<file path="src/rtl/sys_types.sv">
// Shared types and default tile geometry for the tile scheduler.
package sys_types;

  localparam int unsigned TileRows = 4;
  localparam int unsigned TileCols = 4;
  localparam int unsigned MaxDim   = 64;

  typedef enum logic [2:0] {
    StIdle,
    StIssue,
    StCompute,
    StDrain,
    StFlush,
    StNext,
    StFin
  } sched_state_t;

endpackage

</file>
<file path="src/rtl/tile_mask_gen.sv">
// Per-PE active mask for a tile at (pos_row, pos_col) clipped against the matrix edge.
module tile_mask_gen
  import sys_types::*;
#(
  parameter int unsigned ROWS   = TileRows,
  parameter int unsigned COLS   = TileCols,
  parameter int unsigned N_BITS = $clog2(MaxDim)
) (
  input  logic [N_BITS-1:0]    pos_row_i,
  input  logic [N_BITS-1:0]    pos_col_i,
  input  logic [N_BITS:0]      mat_rows_i,
  input  logic [N_BITS:0]      mat_cols_i,
  output logic [ROWS*COLS-1:0] pe_mask_o
);

  logic [ROWS-1:0] row_ok;
  logic [COLS-1:0] col_ok;

  // Sums carry one extra bit so a tile near MAX_N never wraps back into range.
  always_comb begin
    row_ok    = '0;
    col_ok    = '0;
    pe_mask_o = '0;
    for (int unsigned i = 0; i < ROWS; i++) begin
      row_ok[i] = ({1'b0, pos_row_i} + (N_BITS+1)'(i)) < mat_rows_i;
    end
    for (int unsigned j = 0; j < COLS; j++) begin
      col_ok[j] = ({1'b0, pos_col_i} + (N_BITS+1)'(j)) < mat_cols_i;
    end
    for (int unsigned i = 0; i < ROWS; i++) begin
      for (int unsigned j = 0; j < COLS; j++) begin
        pe_mask_o[i*COLS+j] = row_ok[i] & col_ok[j];
      end
    end
  end

endmodule

</file>
<file path="src/rtl/tile_scheduler.sv">
// Walks a layer's output matrix tile by tile (row-major), handshaking with the
// systolic array and the output coordinator for each tile.
module tile_scheduler
  import sys_types::*;
#(
  parameter int unsigned ROWS   = TileRows,
  parameter int unsigned COLS   = TileCols,
  parameter int unsigned MAX_N  = MaxDim,
  parameter int unsigned N_BITS = $clog2(MAX_N)
) (
  input  logic                 clk,
  input  logic                 reset,
  input  logic                 stall,
  input  logic                 start,
  input  logic [N_BITS:0]      mat_rows,
  input  logic [N_BITS:0]      mat_cols,
  input  logic                 tile_done,
  input  logic                 sta_idle,
  input  logic                 oc_idle,
  output logic                 busy,
  output logic                 tile_start,
  output logic [N_BITS-1:0]    pos_row,
  output logic [N_BITS-1:0]    pos_col,
  output logic [ROWS*COLS-1:0] pe_mask,
  output logic                 oc_done,
  output logic                 layer_done,
  output logic                 cfg_err
);

  localparam logic [N_BITS:0] RowStep = (N_BITS+1)'(ROWS);
  localparam logic [N_BITS:0] ColStep = (N_BITS+1)'(COLS);
  localparam logic [N_BITS:0] DimMax  = (N_BITS+1)'(MAX_N);

  sched_state_t         state_q, state_d;
  logic [N_BITS-1:0]    pos_row_q, pos_row_d, pos_col_q, pos_col_d;
  logic [N_BITS:0]      dim_rows_q, dim_rows_d, dim_cols_q, dim_cols_d;
  logic                 tile_start_q, tile_start_d;
  logic                 cfg_err_q, cfg_err_d;
  logic [N_BITS:0]      next_row, next_col;
  logic                 dims_legal;
  logic [ROWS*COLS-1:0] mask_raw;

  always_comb begin
    next_row   = {1'b0, pos_row_q} + RowStep;
    next_col   = {1'b0, pos_col_q} + ColStep;
    dims_legal = (mat_rows != '0) && (mat_rows <= DimMax) &&
                 (mat_cols != '0) && (mat_cols <= DimMax);
  end

  // Pulses are registered; under stall a pending pulse is held so it is emitted once afterwards.
  always_comb begin
    state_d      = state_q;
    pos_row_d    = pos_row_q;
    pos_col_d    = pos_col_q;
    dim_rows_d   = dim_rows_q;
    dim_cols_d   = dim_cols_q;
    tile_start_d = stall ? tile_start_q : (state_q == StIssue);
    cfg_err_d    = stall ? cfg_err_q : 1'b0;
    if (!stall) begin
      unique case (state_q)
        StIdle: begin
          if (start) begin
            dim_rows_d = mat_rows;
            dim_cols_d = mat_cols;
            pos_row_d  = '0;
            pos_col_d  = '0;
            if (dims_legal) begin
              state_d = StIssue;
            end else begin
              cfg_err_d = 1'b1;
            end
          end
        end
        StIssue:   state_d = StCompute;
        StCompute: if (tile_done) state_d = StDrain;
        StDrain:   if (sta_idle) state_d = StFlush;
        StFlush:   if (oc_idle) state_d = StNext;
        StNext: begin
          if (next_col < dim_cols_q) begin
            pos_col_d = next_col[N_BITS-1:0];
            state_d   = StIssue;
          end else if (next_row < dim_rows_q) begin
            pos_col_d = '0;
            pos_row_d = next_row[N_BITS-1:0];
            state_d   = StIssue;
          end else begin
            state_d = StFin;
          end
        end
        StFin:   state_d = StIdle;
        default: state_d = StIdle;
      endcase
    end
  end

  always_ff @(posedge clk) begin
    if (!reset) begin
      state_q      <= StIdle;
      pos_row_q    <= '0;
      pos_col_q    <= '0;
      dim_rows_q   <= '0;
      dim_cols_q   <= '0;
      tile_start_q <= 1'b0;
      cfg_err_q    <= 1'b0;
    end else begin
      state_q      <= state_d;
      pos_row_q    <= pos_row_d;
      pos_col_q    <= pos_col_d;
      dim_rows_q   <= dim_rows_d;
      dim_cols_q   <= dim_cols_d;
      tile_start_q <= tile_start_d;
      cfg_err_q    <= cfg_err_d;
    end
  end

  tile_mask_gen #(
    .ROWS   (ROWS),
    .COLS   (COLS),
    .N_BITS (N_BITS)
  ) u_mask_gen (
    .pos_row_i  (pos_row_q),
    .pos_col_i  (pos_col_q),
    .mat_rows_i (dim_rows_q),
    .mat_cols_i (dim_cols_q),
    .pe_mask_o  (mask_raw)
  );

  always_comb begin
    busy       = (state_q != StIdle);
    oc_done    = (state_q == StDrain);
    layer_done = (state_q == StFin) && !stall;
    tile_start = tile_start_q && !stall;
    cfg_err    = cfg_err_q && !stall;
    pos_row    = pos_row_q;
    pos_col    = pos_col_q;
    pe_mask    = busy ? mask_raw : '0;
  end

endmodule
</file>
<file path="config.mk">
export PLATFORM = sky130hd
export DESIGN_NAME = tile_scheduler
export DESIGN_NICKNAME = d
export VERILOG_FILES = /design/src/rtl/sys_types.sv /design/src/rtl/tile_mask_gen.sv /design/src/rtl/tile_scheduler.sv
export SDC_FILE = /design/constraint.sdc
export NUM_CORES = 1
export LEC_CHECK = 0
export BUFFER_PORTS_ARGS = -buffer_cell sky130_fd_sc_hd__buf_2
export CELL_PAD_IN_SITES_DETAIL_PLACEMENT = 0
export CELL_PAD_IN_SITES_GLOBAL_PLACEMENT = 1
export CORE_UTILIZATION = 43
export CTS_BUF_LIST = sky130_fd_sc_hd__clkbuf_16
export CTS_CLUSTER_DIAMETER = 150
export DETAILED_ROUTE_END_ITERATION = 10
export GPL_TIMING_DRIVEN = 0
export PLACE_DENSITY_LB_ADDON = 0.1
export SLEW_MARGIN = 20
export SYNTH_ARGS = -nofsm -noshare
export SYNTH_HDL_FRONTEND = slang
export SYNTH_SLANG_ARGS = --single-unit
</file>
<file path="constraint.sdc">
create_clock -name clk -period 3.45 [get_ports clk]
set_input_delay 0 -clock clk [delete_from_list [all_inputs] [get_ports clk]]
set_output_delay 0 -clock clk [all_outputs]
set_load 0.01 [all_outputs]
</file>
==> results_dict.tcl, run 1 <==
set metrics [dict create \
    status "finished clean" \
    final_hold_viol_count 0 \
    min_period_ns 2.63 \
    antenna_cells 0 \
    dpl.hpwl_um 4280 \
    cts_hold_buffers 0 \
    cts_setup_buffers 0 \
    synth_edf_count 0 \
    clk_pin_slew_ns 0.07 \
    finalClockSkew_ns 0.00442 \
    ir_drop_v 0.000171 \
    core_um2 5070 \
    final_common_cell "buf_2" \
    timing_worst_setup_path_type "reg2reg" \
    holdWs_ns 0.0153 \
    vias 2066 \
    async_flop_share_pct 0 \
    synthFlopType "dfxtp_1" \
    drt_wl_total_um 5270 \
    fin_crit_sh_pct 76.3 \
    drive_gt1_share_pct 18.9 \
    die_w_um 74.5 \
    ys_ff_latch 27 \
    r2r_setup_slack_ns 0.82 \
    via_per_inst 5.11 \
    cp.arrival_ns 2.78 \
    final_cell_mix "48 x buf_2, 33 x ha_1, 27 x dfxtp_1" \
    ys_seq_area_share_pct 23.9 \
    required_ns 3.60 \
    nets 389 \
    tns_ns 0 \
    cts_tree "done" \
    setup_viol 0 \
    ctsResizeCount 0 \
    reg2reg_depth 10 \
    drt_iter0_drc 70 \
    antenna_left 0 \
    grt_use_total_pct 19.1 \
    clk_latency_ns 0.26 \
    io_pins 54 \
    tightest_slew_ns 0.583 \
    worstHoldStart "mat_cols[3]" \
    relSlewSlack_pct 61.0 \
    crit_start "pos_col[4]$_SDFFE_PN0P_" \
    routedWlPerCell_um 13.0 \
    path_max_fanout 8 \
    rsz0062_at_grt "no" \
    grt.overflow.total 0 \
    place_congestion 0.861 \
    final_util_pct 52.9 \
    initial_core_util_pct 44.5 \
    drc_errors 0 \
    dp_worst_setup_slack_ns 0.820 \
    fin_area_um2 2690 \
    cts_made_buffers 3 \
    die_y_um 74.5 \
    area_delta_synth_final_pct 18.8 \
    rows 26 \
    grt_pass1_wl_um 8160 \
    cts.sinks 27 \
    min_path_type "in2reg" \
    root_buffer "clkbuf_16" \
    reg2reg_from "pos_col[4]$_SDFFE_PN0P_" \
    postPlaceCellArea_um2 2610 \
    clock_path_buffers 2 \
    io_buffers 48 \
    fin_ws_ns 0.818 \
    dr.pass1.iters 4 \
    end_kind "flop" \
    dieArea_um2 5550 \
    max_freq_mhz 380 \
    ys_types 52 \
    p_per_area_nw_per_um2 316 \
    grt_pass1_vias 1767 \
    antenna_found_initial 0 \
    htreeDepth 1 \
    yosysWarnings 0 \
    report.final.slew_viol_count 0 \
    power_leakage_nw 1.20 \
    grt_start_max_net_pins 15 \
    netlist_instances 277 \
    cap_violations 0 \
    synth.avg_cell_area_um2 8.16 \
    holdPathStages 3 \
    syn_area_um2 2260 \
    startpoint_type "flop" \
]
[area by class of cell]
type	instances	area, µm²
Fill cell	505	2390
Timing Repair Buffer	48	240
Buffer	20	93.8
Multi-Input combinational cell	218	1580
Sequential cell	27	541
Inverter	17	63.8
Tap cell	70	87.6
Clock inverter	1	3.75
Clock buffer	3	75.1
[worst paths after layout]
| check | to |
|---|---|
| setup reg to reg | pos_col[4]$_SDFFE_PN0P_ |
| hold reg to reg | tile_start_q$_SDFFE_PN0N_ |
| hold / removal | dim_cols_q[3]$_SDFFE_PN0P_ |
| setup / recovery | pos_col[4]$_SDFFE_PN0P_ |
[worst max-delay path: stages, from the launching register on]
cell      delay, ns
dfxtp_1        0.50
nand3_1        0.14
xnor2_1        0.24
ha_1           0.29
a21o_1         0.15
a221oi_1       0.35
and2_1         0.18
clkbuf_1       0.23
o21ai_1        0.19
o21ai_1        0.18
a21boi_1       0.07
[report_power, final]
part | switching (W) | total, W | internal [W]
clock | 0.000107 | 0.000262 | 0.000155
sequential | 0.00000892 | 0.000336 | 0.000327
combinational | 0.000146 | 0.000251 | 0.000105
total | 0.000261 | 0.000848 | 0.000587
[state kept, by name, summed over array words and instances (netlist names)]
signal / flops
pos_row: 4
dim_rows_q: 7
cfg_err_q: 1
dim_cols_q: 7
tile_start_q: 1
state_q: 3
pos_col: 4
[cells in the mapped netlist, types with 4 or more instances]
cell type | instances | area (µm²)
ha_1 | 33 | 413
dfxtp_1 | 27 | 541
nor2_1 | 23 | 86.3
nor2b_1 | 19 | 119
inv_1 | 15 | 56.3
nand2_1 | 15 | 56.3
clkbuf_1 | 14 | 52.6
mux2i_1 | 14 | 140
a21oi_1 | 11 | 55.1
nand3_1 | 9 | 45.0
nand2b_1 | 6 | 37.5
nor3_1 | 6 | 30.0
o21ai_0 | 6 | 30.0
a21o_1 | 5 | 37.5
buf_4 | 5 | 37.5
o21ai_1 | 5 | 25.0
a21boi_1 | 4 | 30.0
o31ai_1 | 4 | 30.0
[layer usage]
metal | track usage (%) | wire length [µm]
met1 | 27.5 | 2790
met2 | 30.0 | 2270
met3 | 2.17 | 168
met4 | 5.03 | 38
met5 | 0 | 0
[cell families after synthesis]
logic type	after synthesis	synth area share [%]
and+or+nand+nor	102	24.8
AOI/OAI and AO/OA	59	18.2
buffers and inverters	37	6.98
adders and majority gates	33	18.3
DFF	27	23.9
muxes	14	6.20
xor gates and xnor gates	4	1.55
other	1	0.166
[per-stage QoR]
stage               instances  total power, W
global route              404        0.000900
finish                    404        0.000848
floorplan                 282        0.000522
CTS                       404        0.000858
global placement          400        0.000591
detailed placement        400        0.000592
Power figures use the tool's default switching activity.
==> run 2, diff against run 1 <==
Settings changed: ABC_AREA set to 1, CORE_UTILIZATION 43 to 37.
Clock period 3.45 ns to 2.7 ns, I/O delays scaled along.
==> run 2 against run 1 <==
Compared with the run above:
- clock power grew 33%
- design area grew 4.4%
- register-to-register slack lost 0.34 ns
- cell count grew 26%
- synthesized cell count grew 35%
- sequential share of layout area shrank 0.84 points
- largest cell class unchanged
- critical path depth shrank 2
- largest power group unchanged
==> results_dict.tcl, run 2 <==
set metrics [dict create \
    status "finished clean" \
    io_buffers 49 \
    reg2reg_depth 15 \
    ctsResizeCount 0 \
    clk_latency_ns 0.26 \
    antenna_found_initial 0 \
    final_hold_viol_count 0 \
    place_congestion 0.803 \
    cts_tree "done" \
    clk_pin_slew_ns 0.07 \
    end_kind "output port" \
    synth_top_cell_by_area "dfxtp_1" \
    rsz0062_at_grt "no" \
    drt_iter0_drc 64 \
    antenna_cells 0 \
    syn_area_um2 2350 \
    ys_seq_area_share_pct 23.0 \
    dpl.hpwl_um 4830 \
    startpoint_type "flop" \
    root_buffer "clkbuf_16" \
    ys_ff_latch 27 \
    via_per_inst 4.68 \
    synthFlopType "dfxtp_1" \
    netlist_instances 375 \
    die_y_um 81.7 \
    drc_errors 0 \
    grt_pass1_wl_um 9670 \
    async_flop_share_pct 0 \
    tightest_slew_ns 0.808 \
    rows 28 \
    switching_share_pct 34.2 \
    htreeDepth 1 \
    holdWs_ns 0.00789 \
    synthTopCellsByArea "dfxtp_1 23%, ha_1 18%, nand2_1 12%" \
    p_per_area_nw_per_um2 418 \
    synth_edf_count 0 \
    routedWlPerCell_um 11.4 \
    yosysWarnings 0 \
    required_ns 2.70 \
    cts.sinks 27 \
    seqPwrFrac_pct 38.6 \
    p_total_w 0.00117 \
    dp_worst_setup_slack_ns 0.468 \
    setup_viol 0 \
    ys_types 31 \
    clock_path_buffers 2 \
    synth_top_area_share_pct 23.0 \
    min_path_type "in2reg" \
    dr.pass1.iters 4 \
    grt_use_total_pct 18.8 \
    combPwrFrac_pct 31.7 \
    io_pins 54 \
    grt_start_max_net_pins 17 \
    cts_made_buffers 3 \
    dieArea_um2 6680 \
    yosys-top-cells-count "74 x nand2_1, 63 x nor2_1, 58 x inv_1, 33 x ha_1, 31 x a21oi_1" \
    grt_pass1_vias 2118 \
    path_max_fanout 6 \
    power_leakage_nw 1.51 \
    drt_wl_total_um 5790 \
    p_int_w 0.000771 \
    cp.arrival_ns 2.26 \
    vias 2381 \
    relSlewSlack_pct 45.5 \
    p_sw_w 0.000402 \
    fin_ws_ns 0.439 \
    timing_worst_setup_path_type "reg2out" \
    synth_most_common_cell "nand2_1" \
    final_common_cell "nand2_1" \
    core_um2 6030 \
    cap_violations 0 \
    holdPathStages 3 \
    clockPowerShare_pct 29.8 \
    synth.avg_cell_area_um2 6.27 \
    fin_crit_sh_pct 83.7 \
    nets 489 \
    report.final.slew_viol_count 0 \
    finalClockSkew_ns 0.00445 \
    grt.overflow.total 0 \
    initial_core_util_pct 39.0 \
    antenna_left 0 \
    reg.largest.list "dim_cols_q x7, dim_rows_q x7" \
    die_w_um 81.7 \
    max_freq_mhz 442 \
    final_cell_mix "74 x nand2_1, 63 x nor2_1, 58 x inv_1" \
    drive_gt1_share_pct 15.9 \
    ir_drop_v 0.000240 \
    area_delta_synth_final_pct 19.1 \
    min_period_ns 2.26 \
    tns_ns 0 \
    final_util_pct 46.5 \
]
## run 2: cell families after synthesis
kind of cell / synth area share, %
buffers and inverters: 13.5
and+or+nand+nor: 29.5
DFF: 23.0
AOI/OAI and AO/OA: 15.3
xor gates and xnor gates: 1.12
other: 0.159
adders and majority gates: 17.6
## run 2: layout make-up
| type | count | area (µm²) |
|---|---|---|
| clock buffer | 3 | 75.1 |
| inverter | 61 | 229 |
| tap | 75 | 93.8 |
| clock inverter | 1 | 7.51 |
| timing repair buffer | 50 | 255 |
| sequential | 27 | 541 |
| multi-input combinational | 276 | 1510 |
| fill | 684 | 3220 |
| buffer | 16 | 87.6 |
## run 2: worst paths after layout
check | start | to | slack, ns
worst min-delay path | mat_cols[3] | dim_cols_q[3]$_SDFFE_PN0P_ | 0.008
worst min register to register | cfg_err_q$_SDFFE_PN0N_ | cfg_err_q$_SDFFE_PN0N_ | 0.47
worst max-delay path | pos_col[3]$_SDFFE_PN0P_ | pe_mask[3] | 0.44
worst max register to register | pos_row[3]$_SDFFE_PN0P_ | pos_col[5]$_SDFFE_PN0P_ | 0.48
## run 2: what timing repair did
item                      in CTS  in global routing
hold endpoints to repair       1                  0
setup buffers                  0                  0
hold buffers                   1                  0
## run 2: critical path: stages, from the launching register on
cell and delay, ns:
dfxtp_1 0.38, clkbuf_1 0.12, ha_1 0.26, nand2_1 0.05, o21ai_0 0.25, a21oi_1 0.11
o21ai_0 0.55, nor2_1 0.10, buf_2 0.17
## run 2: layer usage
layer | share of wire [%] | global-route usage [%]
met1 | 50 | 24.7
met2 | 46 | 33.1
met3 | 3.5 | 1.78
met4 | 0.59 | 4.21
met5 | 0 | 0
## run 2: per-stage QoR
stage               area, µm²  cells
CTS                      2800    509
global route             2800    509
finish                   2800    509
global placement         2710    504
floorplan                2370    380
detailed placement       2710    504
## run 2: power groups by stage
stage	Clock [W]	Combinational, W	Sequential [W]
final	0.000349	0.000371	0.000453
after global routing	0.000373	0.000438	0.000457
after CTS	0.000356	0.000375	0.000452
after detailed placement	0	0.000371	0.000461
after global placement	0	0.000366	0.000461
after floorplan	0	0.000268	0.000457
